--- config.mk ---
export PLATFORM = sky130hd
export DESIGN_NAME = uart_tx_sched
export DESIGN_NICKNAME = d
export VERILOG_FILES = /design/src/rtl/uart_pkg.sv /design/src/rtl/uart_rr_arbiter.sv /design/src/rtl/uart_tx_sched.sv
export SDC_FILE = /design/constraint.sdc
export NUM_CORES = 1
export LEC_CHECK = 0
export CAP_MARGIN = 20
export CORE_MARGIN = 2
export CORE_UTILIZATION = 45
export CTS_BUF_LIST = sky130_fd_sc_hd__clkbuf_8
export DETAILED_ROUTE_END_ITERATION = 6
export PLACE_DENSITY = 0.78
export SLEW_MARGIN = 20
export SYNTH_ARGS = -nofsm -noshare
export SYNTH_HDL_FRONTEND = slang
export SYNTH_SLANG_ARGS = --single-unit
--- constraint.sdc ---
create_clock -name clk -period 2.71 [get_ports clk]
set_clock_uncertainty 0.15 [all_clocks]
set_input_delay 0.6775 -clock clk [delete_from_list [all_inputs] [get_ports clk]]
set_output_delay 0.6775 -clock clk [all_outputs]
set_load 0.05 [all_outputs]
--- src/rtl/uart_pkg.sv ---
// Shared types and constants for the UART transmit scheduler.
// Holds the frame state encoding plus width and bit-period helpers.
package uart_pkg;

    typedef enum logic [1:0] {
        IDLE  = 2'd0,
        START = 2'd1,
        DATA  = 2'd2,
        STOP  = 2'd3
    } uart_state_e;

    localparam int UART_DATA_W     = 8;
    localparam int UART_FRAME_BITS = UART_DATA_W + 2;

    function automatic int clks_per_bit(input int clk_freq, input int baud);
        return clk_freq / baud;
    endfunction

    // Index width that never collapses to zero bits for a single requester
    function automatic int id_width(input int n);
        return (n > 32'sd1) ? $clog2(n) : 32'sd1;
    endfunction

endpackage

--- src/rtl/uart_rr_arbiter.sv ---
// Combinational round-robin pick: first set request after the last winner,
// wrapping modulo NUM_REQ.
module uart_rr_arbiter
    import uart_pkg::*;
#(
    parameter int NUM_REQ = 4
) (
    input  logic [NUM_REQ-1:0]           req,
    input  logic [id_width(NUM_REQ)-1:0] last,
    output logic                         found,
    output logic [id_width(NUM_REQ)-1:0] winner
);

    localparam int GW = id_width(NUM_REQ);

    logic [GW-1:0] idx_s;
    int            sum_s;

    // Scan from farthest to nearest so the closest set bit after last wins
    always_comb begin
        found  = 1'b0;
        winner = {GW{1'b0}};
        idx_s  = {GW{1'b0}};
        sum_s  = 32'sd0;
        for (int k = NUM_REQ; k >= 1; k--) begin
            sum_s = int'(last) + k;
            idx_s = GW'(sum_s % NUM_REQ);
            if (req[idx_s]) begin
                found  = 1'b1;
                winner = idx_s;
            end else begin
                found  = found;
                winner = winner;
            end
        end
    end

endmodule

--- src/rtl/uart_tx_sched.sv ---
// Shares one 8N1 UART serializer among NUM_REQ byte producers using
// round-robin arbitration; all outputs come straight from flops.
module uart_tx_sched
    import uart_pkg::*;
#(
    parameter int CLK_FREQ = 100_000_000,
    parameter int BAUD     = 10_000_000,
    parameter int NUM_REQ  = 4,
    parameter int DATA_W   = UART_DATA_W
) (
    input  logic                         clk,
    input  logic                         rst,
    input  logic [NUM_REQ-1:0]           req_valid,
    input  logic [NUM_REQ*DATA_W-1:0]    req_data,
    output logic [NUM_REQ-1:0]           req_ready,
    output logic [id_width(NUM_REQ)-1:0] grant_id,
    output logic                         tx,
    output logic                         busy
);

    localparam int CPB = clks_per_bit(CLK_FREQ, BAUD);
    localparam int GW  = id_width(NUM_REQ);
    localparam int CW  = $clog2(CPB);
    localparam int BW  = $clog2(DATA_W) + 1;

    localparam logic [CW-1:0]      CNT_ZERO  = {CW{1'b0}};
    localparam logic [CW-1:0]      CNT_ONE   = CW'(32'd1);
    localparam logic [CW-1:0]      CNT_LAST  = CW'(CPB - 1);
    localparam logic [BW-1:0]      BIT_ZERO  = {BW{1'b0}};
    localparam logic [BW-1:0]      BIT_ONE   = BW'(32'd1);
    localparam logic [BW-1:0]      BIT_LAST  = BW'(DATA_W - 1);
    localparam logic [GW-1:0]      LAST_INIT = GW'(NUM_REQ - 1);
    localparam logic [NUM_REQ-1:0] REQ_NONE  = {NUM_REQ{1'b0}};
    localparam logic [NUM_REQ-1:0] REQ_ONE   = NUM_REQ'(32'd1);

    uart_state_e         state_r;
    logic [CW-1:0]       cnt_r;
    logic [BW-1:0]       bit_idx_r;
    logic [DATA_W-1:0]   shift_r;
    logic [GW-1:0]       last_r;
    logic                tx_r;
    logic                busy_r;
    logic [NUM_REQ-1:0]  ready_r;
    logic [GW-1:0]       grant_r;

    logic                found_s;
    logic [GW-1:0]       winner_s;
    logic [DATA_W-1:0]   data_sel_s;
    logic [DATA_W-1:0]   shift_nx_s;

    uart_rr_arbiter #(
        .NUM_REQ (NUM_REQ)
    ) u_arb (
        .req    (req_valid),
        .last   (last_r),
        .found  (found_s),
        .winner (winner_s)
    );

    // Select the winning requester's byte without a variable-width part-select
    always_comb begin
        data_sel_s = {DATA_W{1'b0}};
        for (int i = 0; i < NUM_REQ; i++) begin
            if (winner_s == GW'(i)) begin
                data_sel_s = req_data[i*DATA_W +: DATA_W];
            end else begin
                data_sel_s = data_sel_s;
            end
        end
    end

    // Next shift-register contents at a data-bit boundary
    always_comb begin
        shift_nx_s = shift_r >> 32'd1;
    end

    // Frame FSM: arbitration, bit timing and serialization
    always_ff @(posedge clk) begin
        if (rst) begin
            state_r   <= IDLE;
            cnt_r     <= CNT_ZERO;
            bit_idx_r <= BIT_ZERO;
            shift_r   <= {DATA_W{1'b0}};
            last_r    <= LAST_INIT;
            tx_r      <= 1'b1;
            busy_r    <= 1'b0;
            ready_r   <= REQ_NONE;
            grant_r   <= {GW{1'b0}};
        end else begin
            ready_r <= REQ_NONE;
            case (state_r)
                IDLE: begin
                    if (found_s) begin
                        shift_r   <= data_sel_s;
                        grant_r   <= winner_s;
                        last_r    <= winner_s;
                        ready_r   <= REQ_ONE << winner_s;
                        tx_r      <= 1'b0;
                        busy_r    <= 1'b1;
                        cnt_r     <= CNT_ZERO;
                        bit_idx_r <= BIT_ZERO;
                        state_r   <= START;
                    end else begin
                        tx_r   <= 1'b1;
                        busy_r <= 1'b0;
                    end
                end
                START: begin
                    if (cnt_r == CNT_LAST) begin
                        cnt_r     <= CNT_ZERO;
                        tx_r      <= shift_r[0];
                        bit_idx_r <= BIT_ZERO;
                        state_r   <= DATA;
                    end else begin
                        cnt_r <= cnt_r + CNT_ONE;
                    end
                end
                DATA: begin
                    if (cnt_r == CNT_LAST) begin
                        cnt_r <= CNT_ZERO;
                        if (bit_idx_r == BIT_LAST) begin
                            tx_r    <= 1'b1;
                            state_r <= STOP;
                        end else begin
                            shift_r   <= shift_nx_s;
                            tx_r      <= shift_nx_s[0];
                            bit_idx_r <= bit_idx_r + BIT_ONE;
                        end
                    end else begin
                        cnt_r <= cnt_r + CNT_ONE;
                    end
                end
                STOP: begin
                    if (cnt_r == CNT_LAST) begin
                        cnt_r   <= CNT_ZERO;
                        busy_r  <= 1'b0;
                        state_r <= IDLE;
                    end else begin
                        cnt_r <= cnt_r + CNT_ONE;
                    end
                end
                default: begin
                    state_r <= IDLE;
                    cnt_r   <= CNT_ZERO;
                    tx_r    <= 1'b1;
                    busy_r  <= 1'b0;
                end
            endcase
        end
    end

    assign req_ready = ready_r;
    assign grant_id  = grant_r;
    assign tx        = tx_r;
    assign busy      = busy_r;

endmodule

==> metrics.md <==
| Metric | Value |
|---|---|
| Syn nets | 260 |
| Clock latency on the worst-skew pair | 270 ps |
| Ports placed on the boundary | 46 |
| Root Driver | clkbuf_8 |
| Total Wirelength | a little under 5 mm |
| Die X | 67.5 um |
| Most frequent cells in the layout | clkdlybuf4s50_1, dfxtp_1, a21oi_1 |
| Vias in the first global route | 1,718 |
| Syn_area_per_cell | approximately 8.4 sq um |
| Peak supply drop | roughly 0.35 mV |
| Async SR Flop Fraction | 0% |
| Commonest non-fill, non-tap cell in the layout | clkdlybuf4s50_1 |
| Post-synth EDFFs | 0 |
| Max-Cap Viols | 0 |
| Top FF cell, synth | dfxtp_1 |
| Die ar. | around 4600 sq um |
| Kind of critical path | in2reg |
| # setup viols final | 0 |
| DR pass1 iterations | 4 |
| Max Fclk | slightly below 400 MHz |
| CP startpoint | req_valid[1] |
| Ant diodes | 0 |
| Met3 GRT Util | around 1.8% |
| RSZ-0062 raised after global routing | no |
| WP data required | roughly 2700 ps |
| Power Dens Cells | roughly 860 nW/um^2 |
| HP Class | reg2reg |
| Drt drc | 0 |
| FF-to-FF path depth | 6 |
| CP arrival | about 2600 ps |
| CP bufs+invs | 1 |
| Final Hold Fails | 0 |
| Filler Cell Count | 334 |
| Seq cells post-synth | 28 |
| Worst setup path end | shift_r[7]$_SDFFE_PP0P_ |
| WL/cell | 14.9 um |
| GR Util met2 | between 30 and 40% |
| Inst Count DP | 320 |
| IO buf count | 45 |
| Final ANT Viol Nets | 0 |
| Core box area | between 3000 and 4000 sq um |
| R2R setup slack | ~480 ps |
| Leakage | 0.994 nW |
| Sum of negative setup slack | 0 ps |
| Crit path max-delay family | buffers and inverters |
| Gpl congestion | around 0.89 |
| Global-route usage over all layers | a little over a fifth |
| Starting density of the core | around 46% |
| Max Slew Vio Count | 0 |
| Share of cells above drive strength 1 | between 10% and 20% |
| # nets final | 320 |
| Distinct cells, synth | 54 |
| Fin crit share | a little over nine tenths |
| Post-Syn Area | between 1500 and 2000 sq um |
| Kind of end point of the critical path | register |
| Critical path's slowest cell | clkdlybuf4s50_1 |
| Post-DP HPWL | 3.74 mm |
| CTS tree | done |
| Status | finished, final reports clean |
| Post-CTS Hold Buffers | 0 |
| Htree depth | 1 |
| Total gr overflow | 0 |
| Most crowded layer after global routing | met2 |
| # Post-CTS Setup Buffers | 0 |
| Crit path max fanout | 9 |
| Area Overhead vs Synth | 38.2% |
| Crit start category | primary input |
| Worst path max stage delay | roughly 540 ps |
| Crit. path cell count | 6 |
| Sequential area share after synthesis | 30.9% |
| Tightest Pin Transition | around 550 ps |
| Avg Vias per Cell | approximately 5.7 |
| Initial antenna violation count | 0 |
| Grt met1 use | around 28% |
| CTS buffer count | 3 |
| CP Cell Sequence | clkdlybuf4s50_1 > or2_1 > a31oi_4 > and2_1 > mux4_2 > a22o_1 |
| Post-Layout Cell Count | around 320 |
| Yosys warns | 0 |
| Clk sink count | 28 |
| Largest net degree at the start of global routing | 21 |
| Min cycle time layout | 2590 ps |
| First-pass GRT wire length | 7.63 mm |
| Worst r2r src | state_r[0]$_SDFFE_PP0P_ |
| Cell count after synthesis | between 200 and 250 |
| Initial DRC count | 94 |
| R2r endpoint | shift_r[2]$_SDFFE_PP0P_ |
| Clk buf depth | 2 |
| Slew headroom | between 60% and 70% |
| Clock slew at reported path FFs | 100 ps |
| Row Count | 23 |
| Via count | ~1,900 |
| Height of the die | between 60 and 70 um |
==> cell families (layout without fill, tap and decap cells) <==
| family | after synthesis | in the layout | share of synthesized area (%) |
|---|---|---|---|
| compound gates | 84 | 84 | 33.9 |
| simple gates | 72 | 72 | 21.5 |
| flops | 28 | 28 | 30.9 |
| buf+inv | 16 | 75 | 3.59 |
| fa+ha+maj | 7 | 7 | 4.83 |
| mux | 7 | 7 | 4.83 |
| xor+xnor | 1 | 1 | 0.483 |
==> synth_stat cells, types with 2 or more instances <==
cell type	instances	area (sq um)
nand4_1	2	12.5
a211oi_1	3	22.5
a21boi_0	12	90.1
o211ai_1	2	15.0
nor2_1	18	67.6
o21a_1	4	30.0
nand3b_1	2	15.0
nand2_1	13	48.8
clkbuf_1	7	26.3
nor2b_1	3	18.8
and3b_1	3	26.3
nand2b_1	3	18.8
o21ai_0	9	45.0
a221o_1	4	40.0
a22oi_1	3	22.5
nand3_1	6	30.0
a21oi_1	20	100
mux2_2	4	45.0
and2_1	4	25.0
o32ai_1	3	26.3
inv_1	7	26.3
o21ai_1	2	10.0
ha_1	7	87.6
o211a_1	2	20.0
nor3_1	8	40.0
o22ai_1	3	18.8
or2_2	2	12.5
mux2i_1	2	20.0
a21o_1	5	37.5
dfxtp_1	28	561
==> worst reg2reg max path: cells and delay by family (launching register included) <==
kind	cells	cell delay (ps)
and+or+nand+nor	2	600
adders and majority gates	1	520
AOI/OAI and AO/OA	2	430
DFF	1	340
buffers and inverters	1	100
==> metrics by stage <==
step	hold WS, ps	util (%)	area, sq um	setup WS, ps	power [mW]
global route	342	63.6	2510	47.6	2.31
detailed placement	312	61.9	2440	-139	1.88
global placement	297	61.9	2440	-101	1.86
finish	318	63.6	2510	119	2.15
floorplan	292	-	1810	483	1.50
CTS	325	63.3	2500	105	2.14
==> state kept, by name, summed over array words and instances, names as in the netlist <==
name and cells:
bit_idx_r 4, busy 1, cnt_r 4, grant_id 2, last_r 2, req_ready 4
shift_r 8, state_r 2, tx 1
==> final cells by class <==
class / count / area [sq um] / area share (%)
Multi-Input combinational cell: 171 / 1200 / 47.7
Timing Repair Buffer: 64 / 606 / 24.2
Tap cell: 50 / 62.6 / 2.50
Inverter: 7 / 26.3 / 1.05
Clock buffer: 4 / 55.1 / 2.20
Sequential cell: 28 / 561 / 22.4
==> where the power goes <==
part	leakage (nW)	internal, mW	switching, mW	total (mW)
Combinational	0.736	0.564	0.686	1.25
Clock	0.0288	0.130	0.130	0.260
Sequential	0.230	0.542	0.103	0.645
==> routing by layer <==
metal,vias to the layer above,wire length [um]
met5,-,0
met4,0,78
met3,8,140
met2,42,2410
met1,889,2180
li1,921,-
==> timing repair <==
item / CTS / global route
hold endpoints to repair: 0 / 0
endpoints found under the setup margin: 0 / 1
gates resized for setup: 0 / 2
==> worst min path at each step <==
stage	from	end	slack [ps]	cells past startpoint
3_5_place_dp	grant_id[1]$_SDFFE_PP0N_	grant_id[1]$_SDFFE_PP0N_	310	2
2_1_floorplan	shift_r[7]$_SDFFE_PP0P_	shift_r[7]$_SDFFE_PP0P_	290	1
5_1_grt	grant_id[1]$_SDFFE_PP0N_	grant_id[1]$_SDFFE_PP0N_	340	2
6_report	grant_id[1]$_SDFFE_PP0N_	grant_id[1]$_SDFFE_PP0N_	320	2
4_1_cts	grant_id[1]$_SDFFE_PP0N_	grant_id[1]$_SDFFE_PP0N_	330	2
3_3_place_gp	grant_id[1]$_SDFFE_PP0N_	grant_id[1]$_SDFFE_PP0N_	300	2
Power figures use the tool's default switching activity.
